--- src/rtl/seq_cmp_if.sv ---
// Operand/result handshake bundle for the sequential magnitude comparator.
// Valid/ready rule on both channels: a beat transfers on a rising edge where
// valid and ready are both 1. The producer holds its payload stable while
// valid=1 and ready=0. The consumer reads results only while out_valid=1.
interface seq_cmp_if #(
  parameter int SIZE = 8
);
  logic            in_valid;
  logic            in_ready;
  logic [SIZE-1:0] a;
  logic [SIZE-1:0] b;
  logic            signed_mode;
  logic            out_valid;
  logic            out_ready;
  logic            is_a_greater;
  logic            equal;
  logic            is_a_less;
  logic [SIZE-1:0] max_val;
  logic [SIZE-1:0] min_val;

  // Operand source and result sink (ALU side)
  modport master (
    output in_valid, a, b, signed_mode, out_ready,
    input  in_ready, out_valid, is_a_greater, equal, is_a_less, max_val, min_val
  );

  // Comparator side
  modport slave (
    input  in_valid, a, b, signed_mode, out_ready,
    output in_ready, out_valid, is_a_greater, equal, is_a_less, max_val, min_val
  );
endinterface

--- src/rtl/seq_signed_comparator.sv ---
// Multi-cycle signed/unsigned magnitude comparator. It scans CHUNK bits per
// clock from MSB to LSB and stops at the first chunk that differs.
// Signed mode flips the MSB of both operands so that one unsigned scan orders
// two's-complement values correctly. max_val/min_val carry the original operands.
// state_dbg exposes the FSM state: 0=IDLE 1=COMPARE 2=SETTLE 3=DONE.
module seq_signed_comparator #(
  parameter int SIZE  = 8,
  parameter int CHUNK = 2
) (
  input  logic       clk,
  input  logic       rst,
  seq_cmp_if.slave   bus,
  output logic [1:0] state_dbg
);

  localparam int NCHUNK = SIZE / CHUNK;
  localparam int IDX_W  = (NCHUNK > 1) ? $clog2(NCHUNK) : 1;
  localparam logic [SIZE-1:0] MSB_MASK = {1'b1, {(SIZE-1){1'b0}}};

  // SETTLE is the one cycle in which the decided result sits in the output
  // registers before out_valid rises. This gives k+1 edges from accept to
  // out_valid.
  typedef enum logic [1:0] {
    S_IDLE    = 2'd0,
    S_COMPARE = 2'd1,
    S_SETTLE  = 2'd2,
    S_DONE    = 2'd3
  } state_t;

  state_t             state;
  state_t             state_next;
  logic [SIZE-1:0]    a_q;
  logic [SIZE-1:0]    b_q;
  logic               signed_q;
  logic [IDX_W-1:0]   idx;
  logic [SIZE-1:0]    a_cmp;
  logic [SIZE-1:0]    b_cmp;
  logic [CHUNK-1:0]   chunk_a;
  logic [CHUNK-1:0]   chunk_b;
  logic               chunk_ne;
  logic               chunk_gt;
  logic               last_chunk;
  logic               out_valid_q;
  logic               gt_q;
  logic               eq_q;
  logic               lt_q;
  logic [SIZE-1:0]    max_q;
  logic [SIZE-1:0]    min_q;

  // Select the current chunk of the order-preserving transformed operands
  always_comb begin
    a_cmp      = signed_q ? (a_q ^ MSB_MASK) : a_q;
    b_cmp      = signed_q ? (b_q ^ MSB_MASK) : b_q;
    chunk_a    = a_cmp[int'(idx)*CHUNK +: CHUNK];
    chunk_b    = b_cmp[int'(idx)*CHUNK +: CHUNK];
    chunk_ne   = (chunk_a != chunk_b);
    chunk_gt   = (chunk_a > chunk_b);
    last_chunk = (idx == '0);
  end

  // State register
  always_ff @(posedge clk) begin
    if (rst) state <= S_IDLE;
    else     state <= state_next;
  end

  // Next-state logic
  always_comb begin
    state_next = state;
    case (state)
      S_IDLE:    if (bus.in_valid)           state_next = S_COMPARE;
      S_COMPARE: if (chunk_ne || last_chunk) state_next = S_SETTLE;
      S_SETTLE:                              state_next = S_DONE;
      S_DONE:    if (bus.out_ready)          state_next = S_IDLE;
      default:                               state_next = S_IDLE;
    endcase
  end

  // Output decode: ready is a combinational state decode; everything else is registered
  always_comb begin
    bus.in_ready     = (state == S_IDLE);
    bus.out_valid    = out_valid_q;
    bus.is_a_greater = gt_q;
    bus.equal        = eq_q;
    bus.is_a_less    = lt_q;
    bus.max_val      = max_q;
    bus.min_val      = min_q;
    state_dbg        = state;
  end

  // Operand capture, chunk walk and result registers
  always_ff @(posedge clk) begin
    if (rst) begin
      a_q         <= '0;
      b_q         <= '0;
      signed_q    <= 1'b0;
      idx         <= '0;
      out_valid_q <= 1'b0;
      gt_q        <= 1'b0;
      eq_q        <= 1'b0;
      lt_q        <= 1'b0;
      max_q       <= '0;
      min_q       <= '0;
    end else begin
      out_valid_q <= (state_next == S_DONE);
      case (state)
        S_IDLE: begin
          if (bus.in_valid) begin
            a_q      <= bus.a;
            b_q      <= bus.b;
            signed_q <= bus.signed_mode;
            idx      <= IDX_W'(NCHUNK - 1);
          end
        end
        S_COMPARE: begin
          if (chunk_ne) begin
            gt_q  <= chunk_gt;
            eq_q  <= 1'b0;
            lt_q  <= ~chunk_gt;
            max_q <= chunk_gt ? a_q : b_q;
            min_q <= chunk_gt ? b_q : a_q;
          end else if (last_chunk) begin
            gt_q  <= 1'b0;
            eq_q  <= 1'b1;
            lt_q  <= 1'b0;
            max_q <= a_q;
            min_q <= a_q;
          end else begin
            idx <= idx - 1'b1;
          end
        end
        default: ;
      endcase
    end
  end

endmodule

--- src/flat_wrapper.sv ---
// flat-port wrapper written by rule: the top's interface ports become plain ports
module seq_signed_comparator_flat 
#(
  parameter int SIZE  = 8,
  parameter int CHUNK = 2
)
  (clk, rst, state_dbg, bus_in_valid, bus_a, bus_b, bus_signed_mode, bus_out_ready, bus_in_ready, bus_out_valid, bus_is_a_greater, bus_equal, bus_is_a_less, bus_max_val, bus_min_val);
  seq_cmp_if #(.SIZE(SIZE)) bus_i ();
  input  logic clk;
  input  logic rst;
  output logic [1:0] state_dbg;
  input wire logic [$bits(bus_i.in_valid)-1:0] bus_in_valid;
  input wire logic [$bits(bus_i.a)-1:0] bus_a;
  input wire logic [$bits(bus_i.b)-1:0] bus_b;
  input wire logic [$bits(bus_i.signed_mode)-1:0] bus_signed_mode;
  input wire logic [$bits(bus_i.out_ready)-1:0] bus_out_ready;
  output wire logic [$bits(bus_i.in_ready)-1:0] bus_in_ready;
  output wire logic [$bits(bus_i.out_valid)-1:0] bus_out_valid;
  output wire logic [$bits(bus_i.is_a_greater)-1:0] bus_is_a_greater;
  output wire logic [$bits(bus_i.equal)-1:0] bus_equal;
  output wire logic [$bits(bus_i.is_a_less)-1:0] bus_is_a_less;
  output wire logic [$bits(bus_i.max_val)-1:0] bus_max_val;
  output wire logic [$bits(bus_i.min_val)-1:0] bus_min_val;
  assign bus_i.in_valid = bus_in_valid;
  assign bus_i.a = bus_a;
  assign bus_i.b = bus_b;
  assign bus_i.signed_mode = bus_signed_mode;
  assign bus_i.out_ready = bus_out_ready;
  assign bus_in_ready = bus_i.in_ready;
  assign bus_out_valid = bus_i.out_valid;
  assign bus_is_a_greater = bus_i.is_a_greater;
  assign bus_equal = bus_i.equal;
  assign bus_is_a_less = bus_i.is_a_less;
  assign bus_max_val = bus_i.max_val;
  assign bus_min_val = bus_i.min_val;
  seq_signed_comparator #(.SIZE(SIZE), .CHUNK(CHUNK)) u_core (.clk(clk), .rst(rst), .bus(bus_i), .state_dbg(state_dbg));
endmodule
--- config.mk ---
export PLATFORM = sky130hd
export DESIGN_NAME = seq_signed_comparator_flat
export DESIGN_NICKNAME = d
export VERILOG_FILES = /design/src/rtl/seq_cmp_if.sv /design/src/rtl/seq_signed_comparator.sv /design/src/flat_wrapper.sv
export SDC_FILE = /design/constraint.sdc
export NUM_CORES = 1
export LEC_CHECK = 0
export CAP_MARGIN = 20
export CORE_MARGIN = 2
export CORE_UTILIZATION = 49
export CTS_CLUSTER_DIAMETER = 200
export DETAILED_ROUTE_END_ITERATION = 8
export GPL_TIMING_DRIVEN = 0
export PLACE_DENSITY_LB_ADDON = 0.05
export SLEW_MARGIN = 20
export SYNTH_ARGS = -nofsm -noshare
export SYNTH_HDL_FRONTEND = slang
export SYNTH_SLANG_ARGS = --single-unit
--- constraint.sdc ---
create_clock -name clk -period 2.6 [get_ports clk]
set_input_delay 0.39 -clock clk [delete_from_list [all_inputs] [get_ports clk]]
set_output_delay 0.39 -clock clk [all_outputs]
set_load 0.02 [all_outputs]
==> impl_metrics.ini, run 1 <==
[floorplanning]
io_pins = 44
dieArea_sq_um = 4350
fp.coreArea_sq_um = 3690
start_util_pct = 51.0
rows = 22
die_w_microns = 66.0
die_y_microns = 66.0

[global_route]
antenna_found_initial = 0
grt_pass1_vias = 1512
grt_usage_pct = 22.2
grt_max_degree = 14
grt_pass1_wl_mm = 7.00
grt_overflow = 0

[worst_setup_path]
required_ns = 2.78
worstSetupEndpointType = flip-flop
crit_arrival_ns = 2.59
critical_path_class = flip-flop to flip-flop
start_kind = flip-flop
reg2reg_depth = 7
critPathMaxFanout = 9

[timing]
fin_crit_sh_pct = 92.5
setup_tns_ns = 0
finalHoldViolations = 0
rsz0062_at_grt = no
setup_viol = 0
finalMaxSlewViolations = 0
fmax_mhz = 416
max_slew_margin_pct = 54.9
worstMarginPinSlew_ns = 0.677
period_needed_ns = 2.41
finClkSkew_ns = 0.00610

[routing]
drt_pre_antenna_iters = 4
totalWireLength_mm = 4.31
via_per_inst = 5.27
num_vias = 1549
route.detailed.drc = 0
final_antenna_net_count = 0
wl_per_cell_microns = 14.7
first_iter_violations = 57

[finish]
ff_latch_area_sq_um = 821
instances_no_fill = 294
diodes = 0
layout-drive-gt1-share_pct = 17.1
nNetsFinal = 269
nFillCells = 310
syn_to_final_growth_pct = 31.9
multi_input_area_sq_um = 965

[placed_design]
globalplace.congestion = 0.786
placed_cells = 286
port_buffers = 42
dp_hpwl_mm = 3.23

[yosys]
synth_cells = 196
netlist_area_sq_um = 1880
synth-seq-area-share_pct = 43.6
synth_cell_types = 27
synthArstFlopShare_pct = 0
synth_edf_count = 0
yosys_most_used_dff = dfxtp_1
ys_seq_elements = 41
syn_nets = 220
syn_area_per_cell_sq_um = 9.59
yosysWarnings = 0

[clocking]
postCtsResizedCells = 0
clkLatencyLatePin_ns = 0.30
clockRootBuffer = clkbuf_8
cts_buffers = 5
cts.sinks = 41
clk_pin_slew_ns = 0.08
cts_tree = yes
hold_buffers = 0
cts.path.max_buffers = 2
post_cts_buffers = 0
h-tree-depth = 2

[hold_path]
hold_class = input pin to flip-flop
hold_depth = 3

[outcome]
status = finished, final reports clean

[pwr]
max-vdd-ir-drop_mv = 0.500
power_leakage_nw = 0.922
powerDensity_nw_per_um2 = 1030

[flow_run]
cap_viol_max_count = 0
-- logic make-up after synthesis --
group	Yosys count	synth area share, %
buf+inv	17	5.06
mux	20	13.3
compound gates	46	19.6
xor+xnor	2	0.932
flops	41	43.6
fa+ha+maj	3	2.00
simple gates	67	15.5
-- worst paths after layout --
path / from / endpoint / slack (ns)
setup reg to reg: u_core.idx[0] / u_core.bus.min_val[3] / 0.19
hold reg to reg: u_core.bus.is_a_less / u_core.bus.is_a_less / 0.48
hold / removal: rst / u_core.idx[0] / 0.45
setup / recovery: u_core.idx[0] / u_core.bus.min_val[3] / 0.19
-- state kept, by name, summed over array words and instances (netlist names) --
signal                   flops
u_core.a_q                   8
u_core.b_q                   8
u_core.bus.equal             1
u_core.bus.is_a_greater      1
u_core.bus.is_a_less         1
u_core.bus.max_val           8
u_core.bus.min_val           8
u_core.bus.out_valid         1
u_core.idx                   2
u_core.signed_q              1
u_core.state_dbg             2
-- critical path, stage by stage (launching register included) --
cell,delay (ns)
dfxtp_1,0.32
buf_2,0.20
mux4_2,0.52
ha_1,0.36
nor2b_4,0.15
o21ai_4,0.35
mux2i_1,0.30
a211oi_2,0.09
-- report_power, final --
part	internal [W]	total [W]	switching, W
sequential	0.000761	0.000860	0.0000990
clock	0.000312	0.000534	0.000222
combinational	0.000539	0.00117	0.000626
total	0.00161	0.00256	0.000947
-- final cells by class --
cell class                      instances  area share (%)
Clock inverter                          2            1.51
Tap cell                               48            2.42
Clock buffer                            6            3.33
Timing Repair Buffer                   42            16.9
Multi-Input combinational cell        138            38.9
Sequential cell                        41            33.1
Buffer                                 13            3.23
Inverter                                4           0.605
-- synth_stat cells (2+ instances only) --
cell type	number	area [sq um]
dfxtp_1	41	821
buf_2	4	20.0
a211oi_2	15	188
nor2b_4	2	27.5
buf_4	3	22.5
a21oi_1	24	120
mux2i_1	16	160
inv_1	4	15.0
nor2_1	19	71.3
xor2_1	2	17.5
clkbuf_1	3	11.3
mux4_2	4	90.1
ha_1	3	37.5
a211oi_1	3	22.5
buf_6	2	22.5
nand2_1	40	150
-- routing by layer --
metal / track usage [%] / wire length (microns) / vias up
met1: 27.1 / 1910 / 721
met2: 37.5 / 2100 / 47
met3: 5.62 / 229 / 7
met4: 8.42 / 70 / 0
met5: 0 / 0 / -
li1: - / - / 774
-- cells in the final DEF, fill, tap and decap left out --
master | synthesis | routed
a211oi_1 | 3 | 3
a211oi_2 | 15 | 15
a21o_1 | 1 | 1
a21oi_1 | 24 | 24
and2_1 | 1 | 1
buf_1 | 1 | 1
buf_2 | 4 | 4
buf_4 | 3 | 3
buf_6 | 2 | 2
bufinv_16 | 0 | 1
clkbuf_1 | 3 | 3
clkbuf_8 | 0 | 6
clkdlybuf4s50_1 | 0 | 42
clkinvlp_4 | 0 | 1
dfxtp_1 | 41 | 41
ha_1 | 3 | 3
inv_1 | 4 | 4
mux2i_1 | 16 | 16
mux4_2 | 4 | 4
nand2_1 | 40 | 40
nand2_2 | 1 | 1
nand2b_1 | 1 | 1
nor2_1 | 19 | 19
nor2b_4 | 2 | 2
nor3_1 | 1 | 1
nor3b_2 | 1 | 1
o21a_2 | 1 | 1
o21ai_1 | 1 | 1
o21ai_4 | 1 | 1
or2_1 | 1 | 1
xor2_1 | 2 | 2
-- per-stage QoR --
stage	power, W	cell area [sq um]	setup WS (ns)	hold slack [ns]	utilization [%]
after global routing	0.00270	2480	0.0578	0.463	67.3
after detailed placement	0.00204	2360	0.192	0.466	64.0
after CTS	0.00258	2480	0.167	0.444	67.3
final	0.00256	2480	0.194	0.449	67.3
after floorplan	0.00167	1880	0.421	0.458	-
after global placement	0.00200	2360	0.235	0.446	64.0
Power figures use the tool's default switching activity.
==> run 2: changes to the inputs <==
CORE_ASPECT_RATIO = 0.75   (was default)
CORE_MARGIN = 4   (was 2)
==> run 2 against run 1 <==
Die area up 13%. Cell count is 1.4% higher. Critical path depth is the same. Setup slack lost 0.030 ns. Combinational power barely moved. Total power is 0.55% higher. Sequential power about the same. Worst hold slack worse by 0.020 ns. Non-clock buffer count is the same. Largest cell class unchanged.
==> impl_metrics.ini, run 2 (synthesis results as in run 1) <==
[outcome]
status = finished, final reports clean

[routing]
num_vias = 1593
via_per_inst = 5.35
drt_pre_antenna_iters = 4
route.detailed.drc = 0
final_antenna_net_count = 0
wl_per_cell_microns = 15.3
first_iter_violations = 85
totalWireLength_mm = 4.55

[floorplanning]
io_pins = 44
die_y_microns = 61.7
die_w_microns = 79.5
dieArea_sq_um = 4900
rows = 19
start_util_pct = 51.0
fp.coreArea_sq_um = 3680

[timing]
setup_viol = 0
finClkSkew_ns = 0.00581
rsz0062_at_grt = no
setup_tns_ns = 0
finalHoldViolations = 0
finalMaxSlewViolations = 0
fin_crit_sh_pct = 93.7
period_needed_ns = 2.44
fmax_mhz = 410
final.setup.worst_slack_ns = 0.164
worstMarginPinSlew_ns = 0.656
max_slew_margin_pct = 56.3

[clocking]
cts_tree = yes
clockRootBuffer = clkbuf_8
post_cts_buffers = 0
hold_buffers = 0
clk_pin_slew_ns = 0.08
cts.path.max_buffers = 2
cts_buffers = 5
postCtsResizedCells = 0
h-tree-depth = 2
clkLatencyLatePin_ns = 0.29
cts.sinks = 41

[global_route]
busiest_layer = met2
grt_use_met2_pct = 35.4
grt_util_met3_pct = 6.29
grt_usage_pct = 20.5
grt_overflow = 0
use_met1_pct = 25.2
grt_max_degree = 14
grt_pass1_wl_mm = 7.40
grt_pass1_vias = 1544
antenna_found_initial = 0

[worst_setup_path]
critPathMaxFanout = 9
r2r_start = u_core.idx[0]
worstSetupEndpointType = flip-flop
reg2reg_depth = 7
r2r_end = u_core.bus.min_val[6]
start_kind = flip-flop
required_ns = 2.75
crit_arrival_ns = 2.59
r2r_slack_ns = 0.16
critical_path_class = flip-flop to flip-flop

[finish]
instances_no_fill = 298
nNetsFinal = 269
layout-drive-gt1-share_pct = 17.1
diodes = 0
final_cell_mix = 42 x clkdlybuf4s50_1, 41 x dfxtp_1, 40 x nand2_1
final_common_cell = clkdlybuf4s50_1
syn_to_final_growth_pct = 32.2

[placed_design]
globalplace.congestion = 0.886
dp_hpwl_mm = 3.49
placed_cells = 290
preCtsSetupSlack_ns = 0.173
port_buffers = 42

[hold_path]
hold_class = input pin to flip-flop
min_from = rst
hold_depth = 3
hold_path_end = u_core.idx[0]

[flow_run]
cap_viol_max_count = 0

[pwr]
powerDensity_nw_per_um2 = 1040
power_leakage_nw = 0.922
max-vdd-ir-drop_mv = 0.550
finalPower_w = 0.00257
## run 2: cell counts in the layout (fill, tap and decap cells not counted)
No cell type changed its count.
## run 2: worst max path at each step
stage / slack [ns] / depth (start not counted) / startpoint / endpoint
finish: 0.16 / 7 / u_core.idx[0] / u_core.bus.min_val[6]
global route: 0.09 / 8 / u_core.idx[0] / u_core.bus.min_val[5]
CTS: 0.15 / 7 / u_core.idx[0] / u_core.bus.min_val[6]
detailed placement: 0.17 / 7 / u_core.idx[0] / u_core.bus.min_val[6]
global placement: 0.25 / 7 / u_core.idx[0] / u_core.bus.min_val[5]
floorplan: 0.42 / 7 / u_core.idx[0] / u_core.bus.min_val[6]
## run 2: area by class of cell
type,count,area (sq um)
clock buffers,6,82.6
flip-flops and latches,41,821
repair buffers,42,420
well taps,52,65.1
fillers,320,1200
plain buffers,13,80.1
inverters,4,15.0
multi-input cells,138,965
clock inverters,2,37.5
## run 2: critical path, stage by stage (launching register included)
cell      delay (ns)
dfxtp_1         0.31
buf_2           0.19
mux4_2          0.52
ha_1            0.36
nor2b_4         0.16
o21ai_4         0.36
mux2i_1         0.31
a211oi_2        0.10
## run 2: layer usage
| layer | share of wire [%] | wire, microns |
|---|---|---|
| met1 | 45 | 2040 |
| met2 | 48 | 2200 |
| met3 | 5.8 | 262 |
| met4 | 1.1 | 48 |
| met5 | 0 | 0 |
## run 2: report_power, final
group	total, W	internal [W]	switching [W]	leakage, nW
Combinational	0.00118	0.000539	0.000642	0.529
Clock	0.000533	0.000312	0.000221	0.0574
Sequential	0.000860	0.000761	0.0000987	0.336
Total	0.00257	0.00161	0.000961	0.922
## run 2: metrics by stage
stage | utilization, % | hold slack [ns] | cell area (sq um)
after floorplan | - | 0.458 | 1880
after global placement | 64.2 | 0.446 | 2370
after detailed placement | 64.2 | 0.455 | 2370
after CTS | 67.5 | 0.430 | 2490
after global routing | 67.5 | 0.469 | 2490
final | 67.5 | 0.430 | 2490
==> run 3: changes to the inputs <==
CTS_CLUSTER_SIZE = 40   (was default)
==> results of run 3 <==
The final DEF is identical to that of run 2; final timing and power are the same.
==> edit, RTL diff (config.mk and constraints of run 2) <==
Make the reset (`rst`) asynchronous in 2 clocked blocks.
--- a/src/rtl/seq_signed_comparator.sv
+++ b/src/rtl/seq_signed_comparator.sv
@@ -59,7 +59,7 @@
   end
 
   // State register
-  always_ff @(posedge clk) begin
+  always_ff @(posedge clk or posedge rst) begin
     if (rst) state <= S_IDLE;
     else     state <= state_next;
   end
@@ -89,7 +89,7 @@
   end
 
   // Operand capture, chunk walk and result registers
-  always_ff @(posedge clk) begin
+  always_ff @(posedge clk or posedge rst) begin
     if (rst) begin
       a_q         <= '0;
       b_q         <= '0;
Formal check against the unedited RTL: differs if rst is asserted again (counterexample within 4 cycles, from zero or initial values and one cycle with rst high); with rst held inactive, the same outputs for 10 cycles.
==> edit against run 2 <==
- sequential cell count did not move
- setup slack improved by 0.0038 ns
- wire length fell by 10%
- global-route usage fell by 1.6 points
- cell area rose by 1.4%
- maximum frequency rose by 0.16%
- worst hold slack got worse by 0.024 ns
- area after synthesis rose by 2.0%
- clock skew fell by 0.0013 ns
- core utilization rose by 0.51 points
- critical path type unchanged
Power is not shown: default switching activity piles up to over one toggle a cycle in this logic, so the estimate is an artifact.
==> edit: results (changes against run 2) <==
The run gives 26 (+12) as the pin count of the biggest net entering global routing. By count the netlist is led by 60 x nand2_1, 41 x dfrtp_1, 19 x a21oi_1. The run gives 0.1995 ns (+0.02669 ns) as the worst-case setup slack after placement. The fraction of synthesized cell area in xor and xnor cells came out at 1.761% (+0.83 points). The share of synthesized cell area in full adder, half adder and majority cells is 1.957% (-0.039 points), and the portion of the post-synthesis area used by sequential elements is 53.49% (+9.8 points). The net count after synthesis was 217 (-1.4%). The path class of the tightest hold or removal check is in2async. For the latest clock arrival within the worst-skew pair, the log shows 0.29 ns (about the same). The final layout net count was 268 (-0.37%). The run gives 0 (unchanged) as the buffers inserted during post-CTS setup optimization. The via density per instance works out to 5.084 (-4.9%). For the count of cells resized by post-cts repair, the log shows 0 (unchanged). The count of warnings emitted by yosys is 0 (unchanged), and the number of DRC markers in iteration 0 is 70 (-18%). The H-tree level count was 2 (unchanged); the maximum fanout count along the critical path was 9 (unchanged).

The count of buffers from port buffering is 43 (+2.4%). The post-synthesis mux area share came out at 13.05% (-0.26 points). The area fraction in compound gates after synthesis is 7.502% (-12 points), and the post-detailed-routing wire length is 4091 µm (-10%).

The ratio of cells with drive above 1 in the final layout works out to 9.388% (-7.7 points). The fraction of registers with async set/reset works out to 100.0% (+100 points). Number of iterations in the first detailed-routing pass: 4 (unchanged).

Clock-pin slew was measured on the worst setup and hold paths at 0.07 ns. The clock skew after layout is 0.004501 ns (-0.001312 ns). The tree is rooted in a clkbuf_8. The most used flip-flop cell after synthesis is dfrtp_1.

The slew of the pin with the lowest slew margin came out at 0.4532 ns (-0.2024 ns). The flow ran to the end, and the final reports show no timing, DRC or antenna violations. The arrival time reported for the critical path endpoint came out at 2.60 ns (about the same).

The tools report the number of buffers created by CTS as 5 (unchanged). By area the synthesized netlist is led by dfrtp_1 53%, nand2_1 12%, mux2i_1 8.3%. The global placement routability congestion is 0.8023 (-9.4%), and the number of global-route vias before repair is 1,563 (+1.2%). The global-route wire length before repair was 7334 µm (-0.84%); the global router's overall resource usage was 18.88% (-1.6 points). The count of distinct cell types in the synthesized netlist came out at 26 (-3.7%).

Number of antenna violations at the first check in global routing: 0 (unchanged). The logs give 3121 µm (-11%) for the post-DP HPWL and 2 (unchanged) for the number of buffers on the longest clock path. The antenna diode count is 0 (unchanged). The library cell used most frequently in the layout, excluding fill and tap cells, is nand2_1.
[edit: area by class of cell]
type	count	area, µm²
clock buffers	8	80.08
multi-input cells	136	812.0
repair buffers	44	457.9
fillers	298	1187
flip-flops and latches	41	1026
well taps	52	65.06
inverters	6	22.52
plain buffers	10	57.56
[edit: cell families after synthesis]
| family | Yosys count |
|---|---|
| AOI/OAI and AO/OA | 25 |
| xor gates and xnor gates | 3 |
| adders and majority gates | 3 |
| buffers and inverters | 16 |
| DFF | 41 |
| muxes | 20 |
| and+or+nand+nor | 85 |
[edit: worst max-delay path, stage by stage, from the launching register on]
cell and delay [ns]:
dfrtp_1 0.42, xor2_1 0.17, mux4_2 0.47, ha_1 0.36, nor2b_4 0.15, o21ai_4 0.34
mux2i_1 0.30, a21oi_1 0.10
[edit: stage by stage]
step	utilization, %	hold WS [ns]	cells	cell area [µm²]
after floorplan	-	0.4835	193	1918
after global placement	65.08	0.4589	288	2414
after detailed placement	65.82	0.4697	289	2441
after CTS	67.98	0.4098	297	2521
after global routing	67.98	0.4358	297	2521
final	67.98	0.4057	297	2521
[edit: routing by layer]
metal / global-route usage, % / share of wire, %
met3: 4.191 / 6.9
met2: 28.41 / 43
met5: 0 / 0
met4: 6.329 / 1.9
met1: 27.07 / 48
[edit: final timing paths]
check / cells past startpoint / to / from / slack [ns]
hold / removal: 2 / u_core.bus.is_a_less / rst / 0.41
min in group clk: 2 / u_core.bus.is_a_greater / u_core.bus.is_a_greater / 0.48
setup / recovery: 7 / u_core.bus.min_val[0] / u_core.signed_q / 0.17
max in group asynchronous: 3 / u_core.a_q[7] / rst / 1.75
setup reg to reg: 7 / u_core.bus.min_val[0] / u_core.signed_q / 0.17
hold reg to reg: 2 / u_core.bus.is_a_greater / u_core.bus.is_a_greater / 0.48
